`config.mk`:
```
export PLATFORM = sky130hd
export DESIGN_NAME = mycpu_wb_stage
export DESIGN_NICKNAME = d
export VERILOG_FILES = /design/src/rtl/mycpu_wb_stage.sv
export SDC_FILE = /design/constraint.sdc
export NUM_CORES = 1
export LEC_CHECK = 0
export CORE_ASPECT_RATIO = 0.6
export CORE_MARGIN = 2
export CORE_UTILIZATION = 50
export DETAILED_ROUTE_END_ITERATION = 6
export PLACE_DENSITY = 0.88
export SYNTH_ARGS = -nofsm -noshare
export SYNTH_HDL_FRONTEND = slang
export SYNTH_SLANG_ARGS = --single-unit
```
`constraint.sdc`:
```
create_clock -name clk -period 13.95 [get_ports clk]
set_input_delay 2.79 -clock clk [delete_from_list [all_inputs] [get_ports clk]]
set_output_delay 2.79 -clock clk [all_outputs]
set_load 0.01 [all_outputs]
```
`src/rtl/mycpu_wb_stage.sv`:
```
// Write-back stage: owns the MEM/WB register, performs load extraction from the
// SRAM read data, and drives the regfile write port, forwarding bus and trace.
module mycpu_wb_stage #(
  parameter logic [31:0] PC_RESET = 32'hBFC0_0000
) (
  input  logic        clk,
  input  logic        rst,
  input  logic        ms_to_ws_valid,
  output logic        ws_allowin,
  input  logic [31:0] ms_pc,
  input  logic [5:0]  ms_lsmode,
  input  logic [1:0]  ms_addr_low,
  input  logic [31:0] ms_alu_result,
  input  logic [31:0] ms_rt_cont,
  input  logic        ms_rf_wen,
  input  logic [4:0]  ms_dest,
  input  logic [31:0] data_sram_rdata,
  input  logic        ws_stall,
  output logic        rf_we,
  output logic [4:0]  rf_waddr,
  output logic [31:0] rf_wdata,
  output logic        ws_fwd_valid,
  output logic [4:0]  ws_fwd_dest,
  output logic [31:0] ws_fwd_data,
  output logic [31:0] debug_wb_pc,
  output logic [3:0]  debug_wb_rf_wen,
  output logic [4:0]  debug_wb_rf_wnum,
  output logic [31:0] debug_wb_rf_wdata
);

  logic        wsValid;
  logic        firstCyc;
  logic [31:0] rdataBuf;
  logic [31:0] pc;
  logic [5:0]  lsmode;
  logic [1:0]  addrLow;
  logic [31:0] aluResult;
  logic [31:0] rtCont;
  logic        rfWen;
  logic [4:0]  dest;

  logic        accept;
  logic [31:0] src;
  logic [7:0]  byteSel;
  logic [15:0] halfSel;
  logic [31:0] loadResult;
  logic [31:0] wdata;
  logic        destNonZero;
  logic        unusedStoreBit;

  assign ws_allowin = !wsValid || !ws_stall;
  assign accept     = ms_to_ws_valid && ws_allowin;

  always_ff @(posedge clk or posedge rst) begin
    if (rst) begin
      wsValid   <= 1'b0;
      pc        <= PC_RESET;
      lsmode    <= '0;
      addrLow   <= '0;
      aluResult <= '0;
      rtCont    <= '0;
      rfWen     <= 1'b0;
      dest      <= '0;
    end else if (ws_allowin) begin
      wsValid <= ms_to_ws_valid;
      if (ms_to_ws_valid) begin
        pc        <= ms_pc;
        lsmode    <= ms_lsmode;
        addrLow   <= ms_addr_low;
        aluResult <= ms_alu_result;
        rtCont    <= ms_rt_cont;
        rfWen     <= ms_rf_wen;
        dest      <= ms_dest;
      end
    end
  end

  // The SRAM only presents read data in the first WB cycle, so capture it then
  // regardless of stall; firstCyc must drop even while the stage is held.
  always_ff @(posedge clk or posedge rst) begin
    if (rst) begin
      firstCyc <= 1'b0;
      rdataBuf <= '0;
    end else begin
      firstCyc <= accept;
      if (wsValid && firstCyc) rdataBuf <= data_sram_rdata;
    end
  end

  assign src     = firstCyc ? data_sram_rdata : rdataBuf;
  assign byteSel = src[8*addrLow +: 8];
  assign halfSel = src[16*addrLow[1] +: 16];

  always_comb begin
    loadResult = '0;
    case (lsmode[3:1])
      3'b000: loadResult = {{24{byteSel[7] & ~lsmode[0]}}, byteSel};
      3'b001: loadResult = {{16{halfSel[15] & ~lsmode[0]}}, halfSel};
      3'b010: loadResult = src;
      3'b011: begin
        case (addrLow)
          2'b00:   loadResult = {src[7:0], rtCont[23:0]};
          2'b01:   loadResult = {src[15:0], rtCont[15:0]};
          2'b10:   loadResult = {src[23:0], rtCont[7:0]};
          default: loadResult = src;
        endcase
      end
      3'b100: begin
        case (addrLow)
          2'b00:   loadResult = src;
          2'b01:   loadResult = {rtCont[31:24], src[31:8]};
          2'b10:   loadResult = {rtCont[31:16], src[31:16]};
          default: loadResult = {rtCont[31:8], src[31:24]};
        endcase
      end
      default: loadResult = '0;
    endcase
  end

  assign wdata          = lsmode[5] ? loadResult : aluResult;
  assign destNonZero    = (dest != 5'd0);
  assign unusedStoreBit = lsmode[4];

  assign rf_we    = wsValid && rfWen && !ws_stall && destNonZero;
  assign rf_waddr = dest;
  assign rf_wdata = wdata;

  assign ws_fwd_valid = wsValid && rfWen && destNonZero;
  assign ws_fwd_dest  = dest;
  assign ws_fwd_data  = wdata;

  assign debug_wb_pc       = pc;
  assign debug_wb_rf_wen   = {4{rf_we}};
  assign debug_wb_rf_wnum  = dest;
  assign debug_wb_rf_wdata = wdata;

endmodule

```
After elaboration in Yosys (flattened, before gate mapping)
Cells that the tools add are included.
W data, S select, Z words.
{"block": "word_totals", "register_bits": 144}
{"block": "op_classes", "eq_ne": 6, "shifts": 2, "muxes": 5, "bitwise_logic": 3, "n_reduce_logical": 13}
{"op": "$pmux W32 S3", "count": 2}
{"op": "$pmux W32 S5", "count": 1}
{"op": "$mux W32", "count": 2}
{"op": "$shiftx A32 B6 Y16", "count": 1}
{"op": "$shiftx A32 B6 Y8", "count": 1}
{"op": "$eq A3 B2 Y1 const B", "count": 2}
{"op": "$logic_and A1 B1 Y1", "count": 6}
{"op": "$reduce_bool A5 Y1", "count": 1}
{"op": "$eq A3 B1 Y1 const B", "count": 1}
{"op": "$eq A3 B3 Y1 const B", "count": 1}
{"op": "$logic_not A3 Y1", "count": 1}
{"op": "$and A1 B1 Y1", "count": 2}
{"op": "$eq A2 B1 Y1 const B", "count": 1}
{"op": "$eq A2 B2 Y1 const B", "count": 1}
{"op": "$logic_not A1 Y1", "count": 2}
{"op": "$logic_not A2 Y1", "count": 1}
{"op": "$reduce_and A2 Y1", "count": 1}
{"op": "$logic_or A1 B1 Y1", "count": 1}
{"op": "$not A1 Y1", "count": 1}

Longest topological paths before layout
{"block": "logic_depth", "depth_word": 5, "mapped_depth": 10, "ltp_nobuf": 5}

Least setup slack after synthesis
No wires, ideal clock.
{"block": "synth_path", "kind": "in2out", "start": "input data_sram_rdata[31]", "end": "output rf_wdata[9]", "arrival_time_ns": 4.458, "required_ns": 11.160, "setup_slack_ns": 6.702, "cell_stages": 6, "n_path_buf": 1, "cell_sequence": "mux2i_1 -> mux4_2 -> nor4_4 -> nor3_1 -> o21ai_0 -> buf_4"}
{"block": "synth_via", "elab_chain_cells": 5}
{"element": "start, declared", "line_no": "17", "rtl": "input logic [31:0] data_sram_rdata,"}
{"element": "$mux W32", "line_no": "90", "rtl": "assign src = firstCyc ? data_sram_rdata : rdataBuf;"}
{"element": "$shiftx A32 B6 Y8", "line_no": "91", "rtl": "assign byteSel = src[8*addrLow +: 8];"}
{"element": "$and A1 B1 Y1", "line_no": "97", "rtl": "3'b000: loadResult = {{24{byteSel[7] & ~lsmode[0]}}, byteSel};"}
{"element": "$pmux W32 S5", "line_no": "96", "rtl": "case (lsmode[3:1])"}
{"element": "$mux W32", "line_no": "120", "rtl": "assign wdata = lsmode[5] ? loadResult : aluResult;"}
{"element": "end, declared", "line_no": "21", "rtl": "output logic [31:0] rf_wdata,"}
Every way passes these cells.

Worst setup path after layout
{"block": "layout_path", "start": "input data_sram_rdata[31]", "end": "output rf_wdata[22]"}
{"block": "layout_via", "elab_chain_cells": 5}
{"element": "$mux W32 (*)", "line_no": "90"}
{"element": "$shiftx A32 B6 Y16 / $shiftx A32 B6 Y8 (equally long branches)", "line_no": "92, 91"}
{"element": "$and A1 B1 Y1, on equally long branches", "line_no": "98, 97"}
{"element": "$pmux W32 S5 (*)", "line_no": "96"}
{"element": "$mux W32 (*)", "line_no": "120"}
Every way passes the cells marked *; elsewhere a longest branch is shown, timed or not.

==> metrics.csv <==
metric,value,unit
status,finished clean,
H-Tree Depth,4,
GRT overflow,0,
clk_skew,0.0159,ns
Post-DRT Antenna Nets,0,
total power,1.65,mW
Vias/cell,5.98,
Syn Inst Count,752,
"Avg Cell Area, Syn",11.2,sq um
largest net degree at the start of global routing,84,
fillers,1142,
Peak Freq,114,MHz
Critical Path RT,11.16,ns
Reg power frac,32.5,%
Max Root-Sink Buffers,2,
vias in the first global route,7256,
Die Area,18000,sq um
Internal,1.08,mW
Async SR Flop Fraction,100,%
Net Sw Frac,34.6,%
register area share after synthesis,42.5,%
first-pass GRT wire length,41800,um
synthesized area,8440,sq um
Port Buffers,294,
DR WL met3,3270,um
all-layer global routing usage,30.8,%
# hold bufs at CTS,0,
Power per Cell Area,143,nW/um^2
postcts setup bufs,0,
number of DRC markers in iteration 0,801,
routed len/inst,23.3,um
most frequent cells in the layout,"294 x clkdlybuf4s50_1, 164 x mux2_2, 133 x dfrtp_1, 38 x nand2_1, 37 x o21ai_0",
vias,7105,
Worst Hold Class,register to register,
slowest stage cell on the critical path,mux4_2,
ratio of final minimum period to clock period,62.8,%
WHS Path Cells,1,
minimum clock period,8.76,ns
Net Sw Power,0.572,mW
CTS tree,built,
cells along the critical path,clkdlybuf4s50_1 > mux2i_1 > mux4_2 > nor4_4 > nor2b_2 > a32oi_1 > clkdlybuf4s50_1,
maximum VDD drop,0.106,mV
clock sinks,143,
Clock transition at path regs,0.07,ns
Skew-Pair Late Insertion Delay,0.43,ns
layout cells sized above 1,24.6,%
nets,1094,
endpoint class of the critical path,output pin,
Finish-stage setup viols,0,
RSZ-0062 raised after global routing,false,
initial antenna violation count,0,
Post-synth EDFFs,0,
main flop type after synthesis,dfrtp_1,
die width,172,um
Combinational Power Share,38.2,%
LEAKAGE,4.56,nW
Max Cap Viol,0,
post-synth cell types,55,
Least-Margin Pin Slew,1.07,ns
clock buffers created by TritonCTS,17,
Post-Syn Nets,898,
Final Max Slew Viols,0,
gp weighted congestion,0.997,
Worst path most repeated cell,clkdlybuf4s50_1,
WL met1,11300,um
CP peak stage delay,0.63,ns
fin util,70.8,%
Area Overhead vs Synth,37.2,%
worst-path fanout max,9,
IO Count,296,
ANT cells,0,
Post-DP Area,10900,sq um
CTS resizes,0,
drt pass-1 iters,5,
Synth area leaders,"dfrtp_1 40%, mux2_2 22%, buf_4 6.9%, mux2i_1 4.3%, dfstp_2 2.8%",
Reg2Reg Depth,4,
setup TNS,0,ns
floorplan row count,36,
yosys warns,0,
final count of hold timing violations,0,
core area,16400,sq um
post-synth top area share,39.7,%
DRC viols,0,
starting density of the core,51.6,%
Chip Height,105,um
"flops & latches, synth",143,
design area,11600,sq um
relative slew slack,28.6,%
"commonest non-fill, non-tap cell in the layout",clkdlybuf4s50_1,
CTS Root Cell,clkbuf_16,
highest layer used for signal routing,met4,
type of origin of the critical path,primary input,
WP data arrival,5.97,ns
clock share of power,29.3,%
largest area contributor in the netlist,dfrtp_1,
CP Class,primary input to output pin,
Post-DP HPWL,20400,um
Routed WL,27700,um
WL met2,12700,um
-- critical path: cells and delay by family --
family	cells	cell delay, ns
simple gates	2	0.82
mux	2	0.81
compound gates	1	0.43
buf+inv	2	1.11
-- metrics by stage --
step | hold slack (ns) | cells | setup WS, ns
global placement | 0.484 | 1157 | 5.29
detailed placement | 0.488 | 1157 | 5.27
CTS | 0.508 | 1189 | 5.26
finish | 0.507 | 1189 | 5.19
floorplan | 0.473 | 752 | 6.70
global route | 0.519 | 1189 | 5.11
-- final cells by class --
cell class,count,area (sq um),share of cell area [%]
flip-flops and latches,143,3590,31.0
well taps,228,285,2.46
multi-input cells,475,4020,34.7
inverters,6,27.5,0.238
clock buffers,17,425,3.67
repair buffers,305,3030,26.1
clock inverters,15,205,1.77
-- synth_stat cells, drive strengths merged, types with 4 or more instances --
master	n
o22a	5
o221ai	5
nand2	38
and2	4
dfstp	9
nand2b	6
mux2	164
o22ai	10
nand3	4
mux4	6
clkbuf	31
a31oi	7
a22o	4
o21ai	37
a2111oi	4
mux2i	36
a22oi	8
a21oi	26
a222oi	12
nor2	29
buf	97
dfrtp	134
inv	5
a32oi	4
a211oi	8
nor2b	15
-- cells by family (layout without fill, tap and decap cells) --
family	count (synthesis)	in the layout	share of synthesized area, %
AOI/OAI and AO/OA	152	152	12.7
muxes	206	206	27.7
DFF	143	143	42.5
buffers and inverters	134	343	10.0
and+or+nand+nor	117	117	7.00
-- registers in the layout, indices dropped and copies added, names as in the netlist --
name / flops
addrLow: 2
aluResult: 32
debug_wb_pc: 32
debug_wb_rf_wnum: 5
firstCyc: 1
lsmode: 5
rdataBuf: 32
rfWen: 1
rtCont: 32
wsValid: 1
-- layer usage --
metal / GRT usage, % / vias up
met5: 0 / -
met4: 7.02 / 0
met3: 11.1 / 45
met2: 48.5 / 428
met1: 40.8 / 3524
li1: - / 3108
-- worst paths after layout --
check / startpoint / slack (ns) / to
min in group asynchronous: rst / 2.82 / rfWen
min: rdataBuf[2] / 0.51 / rdataBuf[2]
max in group asynchronous: rst / 9.68 / firstCyc
max reg2reg: wsValid / 11.38 / aluResult[23]
max: data_sram_rdata[31] / 5.19 / rf_wdata[22]
min reg2reg: rdataBuf[2] / 0.51 / rdataBuf[2]
-- power groups by stage --
stage,Sequential (mW),Combinational [mW],Clock [mW]
5_1_grt,0.544,0.665,0.509
2_1_floorplan,0.527,0.382,0
4_1_cts,0.534,0.625,0.488
3_3_place_gp,0.536,0.612,0
3_5_place_dp,0.541,0.620,0
6_report,0.536,0.631,0.484
No activity file was read; power rests on OpenSTA's default activity.
